### config.mk
export PLATFORM = sky130hd
export DESIGN_NAME = sel_pipe_mux
export DESIGN_NICKNAME = d
export VERILOG_FILES = /design/src/rtl/sel_pipe_mux.sv
export SDC_FILE = /design/constraint.sdc
export NUM_CORES = 1
export LEC_CHECK = 0
export BUFFER_PORTS_ARGS = -buffer_cell sky130_fd_sc_hd__buf_2
export CAP_MARGIN = 20
export CORE_UTILIZATION = 25
export DETAILED_ROUTE_END_ITERATION = 8
export PLACE_DENSITY = 0.56
export SYNTH_ARGS = -nofsm -noshare
export SYNTH_HDL_FRONTEND = slang
export SYNTH_SLANG_ARGS = --single-unit
### constraint.sdc
create_clock -name clk -period 1.4 [get_ports clk]
set_clock_uncertainty 0.1 [all_clocks]
set_input_delay 0 -clock clk [delete_from_list [all_inputs] [get_ports clk]]
set_output_delay 0 -clock clk [all_outputs]
set_load 0.03 [all_outputs]
### src/rtl/sel_pipe_mux.sv
// sel_pipe_mux: NUM_IN-way selector feeding a STAGES-deep register chain with
// valid tracking, stall (hold every stage) and flush (invalidate every stage).
// Lets select logic cross a stage boundary, e.g. EX forwarding into EX/MEM.
//
// Parameters:
//   WIDTH   data width in bits
//   NUM_IN  number of data inputs (2..16)
//   SEL_W   select width, 2**SEL_W >= NUM_IN
//   STAGES  register stages after the mux (1..4)
//
// Ports:
//   clk        rising-edge clock
//   rst        synchronous active-high reset
//   in_bus     flattened inputs, input k at [k*WIDTH +: WIDTH]
//   sel        input index
//   in_valid   qualifies the current selection
//   stall      hold every stage, discard the presented input
//   flush      invalidate every stage, overrides stall
//   out        data from the last stage
//   out_valid  valid from the last stage
//   sel_err    sticky illegal-select flag (SEL_PIPE_CHECK_EN builds only)
//
// Optional feature macro: SEL_PIPE_CHECK_EN
//   defined   : out-of-range sel with in_valid on a capturing edge sets
//               sel_err; that entry's data is zeroed but its valid propagates.
//   undefined : out-of-range sel falls through to input NUM_IN-1, no flag.

module sel_pipe_mux #(
  parameter int unsigned WIDTH  = 24,
  parameter int unsigned NUM_IN = 4,
  parameter int unsigned SEL_W  = 2,
  parameter int unsigned STAGES = 1
) (
  input  logic                    clk,
  input  logic                    rst,
  input  logic [NUM_IN*WIDTH-1:0] in_bus,
  input  logic [SEL_W-1:0]        sel,
  input  logic                    in_valid,
  input  logic                    stall,
  input  logic                    flush,
  output logic [WIDTH-1:0]        out,
  output logic                    out_valid
`ifdef SEL_PIPE_CHECK_EN
  ,
  output logic                    sel_err
`endif
);

  localparam int unsigned LAST = STAGES - 1;

  // Pipeline storage: one data word and one valid bit per stage.
  logic [WIDTH-1:0]  stage_data [STAGES];
  logic [STAGES-1:0] stage_vld;

  // Combinational pick; anything not matching an input index falls through
  // to the last input, mirroring the final-else of the legacy muxes.
  logic [WIDTH-1:0] pick_c;

  always_comb begin
    pick_c = in_bus[(NUM_IN-1)*WIDTH +: WIDTH];
    for (int unsigned k = 0; k < NUM_IN - 1; k++) begin
      if (32'(sel) == k) begin
        pick_c = in_bus[k*WIDTH +: WIDTH];
      end
    end
  end

  // Data presented to stage 0.
  logic [WIDTH-1:0] stage0_data_c;

`ifdef SEL_PIPE_CHECK_EN
  logic in_range_c;
  logic illegal_c;

  always_comb begin
    in_range_c    = (32'(sel) < 32'(NUM_IN));
    illegal_c     = in_valid && !in_range_c;
    // Out-of-range entries carry zero data so a bad index is never forwarded.
    stage0_data_c = in_range_c ? pick_c : '0;
  end

  // Sticky error flag, cleared only by rst or flush.
  always_ff @(posedge clk) begin
    if (rst || flush) begin
      sel_err <= 1'b0;
    end else if (!stall && illegal_c) begin
      sel_err <= 1'b1;
    end
  end
`else
  always_comb begin
    stage0_data_c = pick_c;
  end
`endif

  // Stage 0: captures the picked value every unstalled edge; valid qualifies it.
  always_ff @(posedge clk) begin
    if (rst || flush) begin
      stage_data[0] <= '0;
      stage_vld[0]  <= 1'b0;
    end else if (!stall) begin
      stage_data[0] <= stage0_data_c;
      stage_vld[0]  <= in_valid;
    end
  end

  // Stages 1..STAGES-1: plain shift, same clear/hold priority as stage 0.
  for (genvar s = 1; s < STAGES; s++) begin : g_stage
    always_ff @(posedge clk) begin
      if (rst || flush) begin
        stage_data[s] <= '0;
        stage_vld[s]  <= 1'b0;
      end else if (!stall) begin
        stage_data[s] <= stage_data[s-1];
        stage_vld[s]  <= stage_vld[s-1];
      end
    end
  end

  // Outputs come straight from the last stage's flops.
  assign out       = stage_data[LAST];
  assign out_valid = stage_vld[LAST];

endmodule

After elaboration in Yosys (flattened, before gate mapping):

Memories as Yosys holds them, arrays and structs flattened.
Cells that the tools add are included.

* flip-flop bits (word level): 1
* memory bits (writable): 24
* bits of input ports: 103
* output and inout bits: 25
* word-level logic and storage cells: 17
* memories kept: 1

* eq/ne operators: 2
* mux-type cells: 10
* reduce and logical (&&, ||, !) cells: 3

Memories
* stage_data: depth 1, bits a word 24, read ports 1, clocked after memory_dff 0, write ports 1, RTL line 52 `logic [WIDTH-1:0] stage_data [STAGES];`

Operators with widths (count)
* two-way mux 24 bit: 4
* OR reduction 24 bit: 1
* two-way mux 1 bit: 6
* equality test 2 x 1 -> 1 bit, second input constant: 1
* equality test 2 bit, second input constant: 1
* logical NOT 2 bit: 1
* logical OR 1 bit: 1

Depth between registers and ports, before layout:

Gate-level depths: netlist of run 1.

* word-level depth: 5
* mapped depth: 5
* gate-level depth less buffers: 2

Worst setup path before layout of run 1:

Ideal clock, no wire load.

* path type: input port to flip-flop
* start point: input sel[0]
* end point: memory stage_data[0][0], data pin
* setup time: 262 ps
* arrival: 896 ps
* data required time: 1038 ps
* slack: 142 ps
* stages on the path: 5
* buffers on the path: 3
* cell sequence: clkbuf_2 > buf_2 > buf_2 > mux2i_1 > o22ai_1

* longest elaborated chain between the ends: 5
* elaborated cells on any way between the ends: 7
* classes of those cells: eq/ne (2); mux (4); reduce/logical (1)

RTL lines
* start: declaration: RTL line 37 `input logic [SEL_W-1:0] sel,`
* logical NOT 2 bit: RTL line 62 `if (32'(sel) == k) begin`
* two-way mux 24 bit (2 in series): RTL line 62
* two-way mux 24 bit (*): RTL line 62
* two-way mux 24 bit (no source line) (*)
* end: declaration: RTL line 52

Mark *: on every way between the ends. The rest lies on a longest branch, timed or not.

Worst setup path after layout of run 1:

* start point: input rst
* end point: register stage_vld, in the netlist out_valid

* longest elaborated chain between the ends: 1

RTL lines
* start: declaration: RTL line 35 `input logic rst,`
* logical OR 1 bit: RTL line 98 `if (rst || flush) begin`
* end: declaration: RTL line 53 `logic [STAGES-1:0] stage_vld;`

No other way between the ends.
A chain may end at the register's enable or synchronous reset.

==> results.toml, run 1 <==
[worst_setup_path]
cp_top_family = "buffers and inverters"
worstPathRequired_ns = 1.51
cp_slowest_stage_delay_ns = 0.55
cp-start-kind = "input port"
crit_buf_inv = 3
critPathArrivalTime_ns = 1.38
worstPathCellList = "buf_2, dlygate4sd3_1, nor3_1, dlygate4sd3_1"
end_kind = "flop"
cpMostUsedCell = "dlygate4sd3_1"
crit_type = "in -> reg"
cp_max_fo = 4
cp_slowest_cell = "dlygate4sd3_1"

[layout]
diodes = 0
instances_no_fill = 319
layout_commonest_cell = "buf_2"
seqCellArea_sq_um = 741
synthToLayoutAreaGrowth_pct = 55.7
final_cell_mix = "buf_2 (127), mux2i_1 (49), edfxtp_1 (24)"
multi_input_area_sq_um = 677
final.fill_count = 575
drive_gt1_frac = 0.555
final_util = 0.413
fin_nets = 351

[sta]
slew_headroom = 0.791
setup_viol = 0
fin_crit_ns = 1.26
timing.final.crit_share = 0.902
fmax_ghz = 0.791
slew_violations = 0
worstMarginPinSlew_ns = 0.314
fin_tns_setup_ns = 0
rsz0062_at_grt = "no"
hold_violations = 0

[cts]
cts_tree = "done"
cts_root_buf = "clkbuf_8"
ctsHtreeMaxLevel = 1
cts_sinks = 25
clk_pin_slew_ns = 0.09
post_cts_buffers = 0
cts_buffer_depth = 2
worst_skew_pair.late_latency_ns = 0.26
numCtsBuffers = 3
cts_resized = 0

[placed_design]
port_buffers = 127
gp_congestion = 0.672
place_inst = 308
dp_hpwl_um = 3110

[drt]
wirelength_um = 4100
route.detailed.drc = 0
firstDrtPassIters = 3
wl_per_cell_um = 12.9
drt_iter0_drc = 34
num_vias = 1438
via_per_inst = 4.51
drtAntennaViolNets = 0

[floorplanning]
die_w_um = 79.1
die_h_um = 79.1
core_sq_mm = 0.00561
start_util = 0.265
ioPinCount = 128
die-area_sq_mm = 0.00626
rows = 27

[job]
drv_cap = 0

[global_routing]
grt_use_total = 0.126
grt_max_degree = 29
grt_pass1_vias = 1328
grt_antenna_before_repair = 0
overflow = 0
grt_pass1_wl_um = 6110

[logic_synthesis]
synth_cell_type_count = 14
ys_seq_area_frac = 0.498
netlist_instances = 115
yosys_warnings = 0
syn_area_sq_mm = 0.00149
syn_nets = 218
synth-seq-cells = 25
avgSynthCellArea_sq_um = 12.9

[power]
p_total_mw = 1.79
p_leak_nw = 1.23
ir_drop_mv = 0.321
cellPowerDensity_mw_per_mm2 = 775

[hold_path]
hp-class = "in -> reg"

[run_status]
status = "finished, final reports clean"
[layer usage]
| metal | track usage | vias to the layer above | wire length (um) |
|---|---|---|---|
| li1 | - | 725 | - |
| met1 | 0.147 | 626 | 1720 |
| met2 | 0.226 | 85 | 1930 |
| met3 | 0.0276 | 2 | 418 |
| met4 | 0.0436 | 0 | 35 |
| met5 | 0 | - | 0 |
[cells by family after synthesis]
logic type      after synthesis  share of synthesized area
flops                        25                      0.498
simple gates                  5                     0.0202
buf+inv                      12                     0.0471
compound gates               24                      0.105
mux                          49                      0.330
[synth_stat cells]
cell	instances	share of area
mux2i_1	49	0.33
o22ai_1	23	0.097
buf_2	7	0.024
clkbuf_2	1	0.0034
nor2_1	1	0.0025
buf_6	2	0.015
nand2_1	1	0.0025
or4_1	1	0.0050
or4b_1	1	0.0067
clkbuf_1	2	0.0050
edfxtp_1	24	0.48
nor3_1	1	0.0034
dfxtp_1	1	0.013
o22ai_2	1	0.0084
[state kept, by name, summed over array words and instances, names as in the netlist]
signal      count
out_valid       1
stage_data     24
[power by group]
part | internal, mW | total (mW) | switching [mW]
sequential | 0.869 | 0.880 | 0.0110
combinational | 0.237 | 0.497 | 0.260
clock | 0.203 | 0.418 | 0.215
total | 1.31 | 1.79 | 0.486
[worst min-delay path, delay by kind of cell]
family / cells / cell delay, ns
AO/OA/AOI/OAI: 1 / 0.11
multiplexers: 1 / 0.05
buffers and inverters: 1 / 0.08
[per-stage QoR]
stage               hold slack [ns]  cell area [sq um]  setup WS [ns]
finish                      0.00393               2320          0.137
global route                0.00673               2320         0.0617
CTS                        0.000127               2320          0.149
detailed placement            0.109               2200         0.0416
global placement              0.105               2200          0.101
floorplan                   -0.0232               1490          0.142
[cell type report]
class                   instances  share of cell area
repair buffers                140               0.330
flip-flops and latches         25               0.320
multi-input cells              78               0.292
well taps                      72              0.0389
clock buffers                   4              0.0194
[final timing paths]
kind         slack, ns  cells after the start                        endpoint                    from
min              0.004                      3  stage_data[0][1]$_SDFFCE_PN0P_              in_bus[49]
max               0.14                      4          out_valid$_SDFFE_PP0N_                     rst
max reg2reg       0.15                      3          out_valid$_SDFFE_PP0N_  out_valid$_SDFFE_PP0N_
min reg2reg       0.99                      3          out_valid$_SDFFE_PP0N_  out_valid$_SDFFE_PP0N_
[repair_timing]
item | 4_1_cts | 5_1_grt
hold buffers | 7 | 0
hold endpoints to repair | 6 | 0
endpoints found under the setup margin | 0 | 0
Note: power is estimated with default switching activity, not from simulation.
==> run 2, diff against run 1 <==
--- a/config.mk
+++ b/config.mk
@@ -9,7 +9,7 @@
 export CAP_MARGIN = 20
 export CORE_UTILIZATION = 25
 export DETAILED_ROUTE_END_ITERATION = 8
-export PLACE_DENSITY = 0.56
+export PLACE_DENSITY = 0.62
 export SYNTH_ARGS = -nofsm -noshare
 export SYNTH_HDL_FRONTEND = slang
 export SYNTH_SLANG_ARGS = --single-unit
==> run 2 against run 1 <==
  * The run now ends with negative hold slack left
  * Worst setup slack got worse by 0.026 ns
  * Fmax decreased by 2.0%
  * Non-clock buffer count decreased by 4
  * Register-to-register slack about the same
  * Sequential power about the same
  * Critical path type unchanged
  * Critical endpoint unchanged
  * Largest power group unchanged
==> results.toml, run 2 (synthesis gave the netlist of run 1 again) <==
[sta]
worstMarginPinSlew_ns = 0.290
setup_viol = 0
setup_ws_ns = 0.110
holdWs_ns = -0.000157
fin_crit_ns = 1.29
slew_violations = 0
hold_violations = 1
rsz0062_at_grt = "no"
slew_headroom = 0.806
timing.final.crit_share = 0.921
fin_tns_setup_ns = 0
fmax_ghz = 0.775

[worst_setup_path]
worstPathRequired_ns = 1.51
cp_slowest_cell = "dlygate4sd3_1"
crit_type = "in -> reg"
cp_max_fo = 4
worstPathCellList = "buf_2, dlygate4sd3_1, nor3_1, dlygate4sd3_1"
cpMostUsedCell = "dlygate4sd3_1"
cp_slowest_stage_delay_ns = 0.57
cp-start-kind = "input port"
crit_buf_inv = 3
cp_top_family = "buffers and inverters"
end_kind = "flop"
critPathArrivalTime_ns = 1.40

[drt]
num_vias = 1447
firstDrtPassIters = 4
wl_per_cell_um = 12.8
route.detailed.drc = 0
via_per_inst = 4.59
drt_iter0_drc = 36
drtAntennaViolNets = 0
wirelength_um = 4040

[floorplanning]
start_util = 0.265
die_h_um = 79.1
die_w_um = 79.1
core_sq_mm = 0.00561
ioPinCount = 128
die-area_sq_mm = 0.00626
rows = 27

[power]
p_leak_nw = 1.22
ir_drop_mv = 0.310
p_total_mw = 1.79
cellPowerDensity_mw_per_mm2 = 778

[placed_design]
port_buffers = 127
dp_hpwl_um = 3100
place_area_sq_mm = 0.00222
dp_slack_ns = 0.0511
gp_congestion = 0.690

[global_routing]
grt_use_total = 0.127
grt_max_degree = 28
overflow = 0
grt_pass1_vias = 1357
grt_antenna_before_repair = 0
grt_pass1_wl_um = 6180

[cts]
worst_skew_pair.late_latency_ns = 0.26
cts_resized = 0
clk_pin_slew_ns = 0.09
ctsHtreeMaxLevel = 1
post_cts_buffers = 0
cts_tree = "done"
cts_root_buf = "clkbuf_8"
cts_hold_buf = 4
numCtsBuffers = 3
cts_buffer_depth = 2
cts_sinks = 25

[hold_path]
hp-class = "in -> reg"

[layout]
synthToLayoutAreaGrowth_pct = 54.8
diodes = 0
final_util = 0.411
final.fill_count = 553
drive_gt1_frac = 0.560
final_area_sq_mm = 0.00230
top_register = "stage_data"
largest_reg_flops = 24
fin_nets = 347
layout_commonest_cell = "buf_2"
final_cell_mix = "buf_2 (127), mux2i_1 (49), edfxtp_1 (24)"

[job]
drv_cap = 0

[run_status]
status = "finished, violations left"
failed_checks = "negative hold slack"
==> run 2: changes by cell type in the layout (fill, tap and decap cells not counted) <==
cell,before,now
dlygate4sd3_1,7,4
buf_12,1,3
buf_4,5,2
==> run 2: per-stage QoR <==
stage               std cells  hold WS [ns]
floorplan                 115       -0.0232
global placement          307         0.104
detailed placement        307         0.107
CTS                       315      0.000818
global route              315        0.0118
finish                    315     -0.000157
==> run 2: layout make-up <==
type | count | area (sq um) | area share
Timing Repair Buffer | 136 | 751 | 0.326
Sequential cell | 25 | 741 | 0.322
Multi-Input combinational cell | 78 | 677 | 0.294
Tap cell | 72 | 90.1 | 0.0391
Clock buffer | 4 | 45.0 | 0.0196
==> run 2: final timing paths <==
check             slack [ns]              startpoint                              end  cells after the start
setup / recovery        0.11                     rst           out_valid$_SDFFE_PP0N_                      4
hold / removal       -0.0002              in_bus[84]  stage_data[0][12]$_SDFFCE_PN0P_                      3
setup reg to reg        0.15  out_valid$_SDFFE_PP0N_           out_valid$_SDFFE_PP0N_                      3
hold reg to reg         0.99  out_valid$_SDFFE_PP0N_           out_valid$_SDFFE_PP0N_                      3
==> run 2: power breakdown <==
group | leakage (nW) | internal, mW | switching [mW] | total, mW
logic | 0.916 | 0.236 | 0.261 | 0.497
registers | 0.284 | 0.869 | 0.0112 | 0.880
clock network | 0.0228 | 0.203 | 0.211 | 0.414
total | 1.22 | 1.31 | 0.484 | 1.79
==> run 2: metal layers <==
| layer | up-vias | GRT usage | wire, um |
|---|---|---|---|
| li1 | 717 | - | - |
| met1 | 643 | 0.146 | 1620 |
| met2 | 83 | 0.233 | 1980 |
| met3 | 4 | 0.0253 | 407 |
| met4 | 0 | 0.0382 | 25 |
| met5 | - | 0 | 0 |
==> run 2: worst min-delay path, stage by stage <==
cell,delay (ns)
buf_2,0.07
mux2i_1,0.06
o22ai_1,0.10
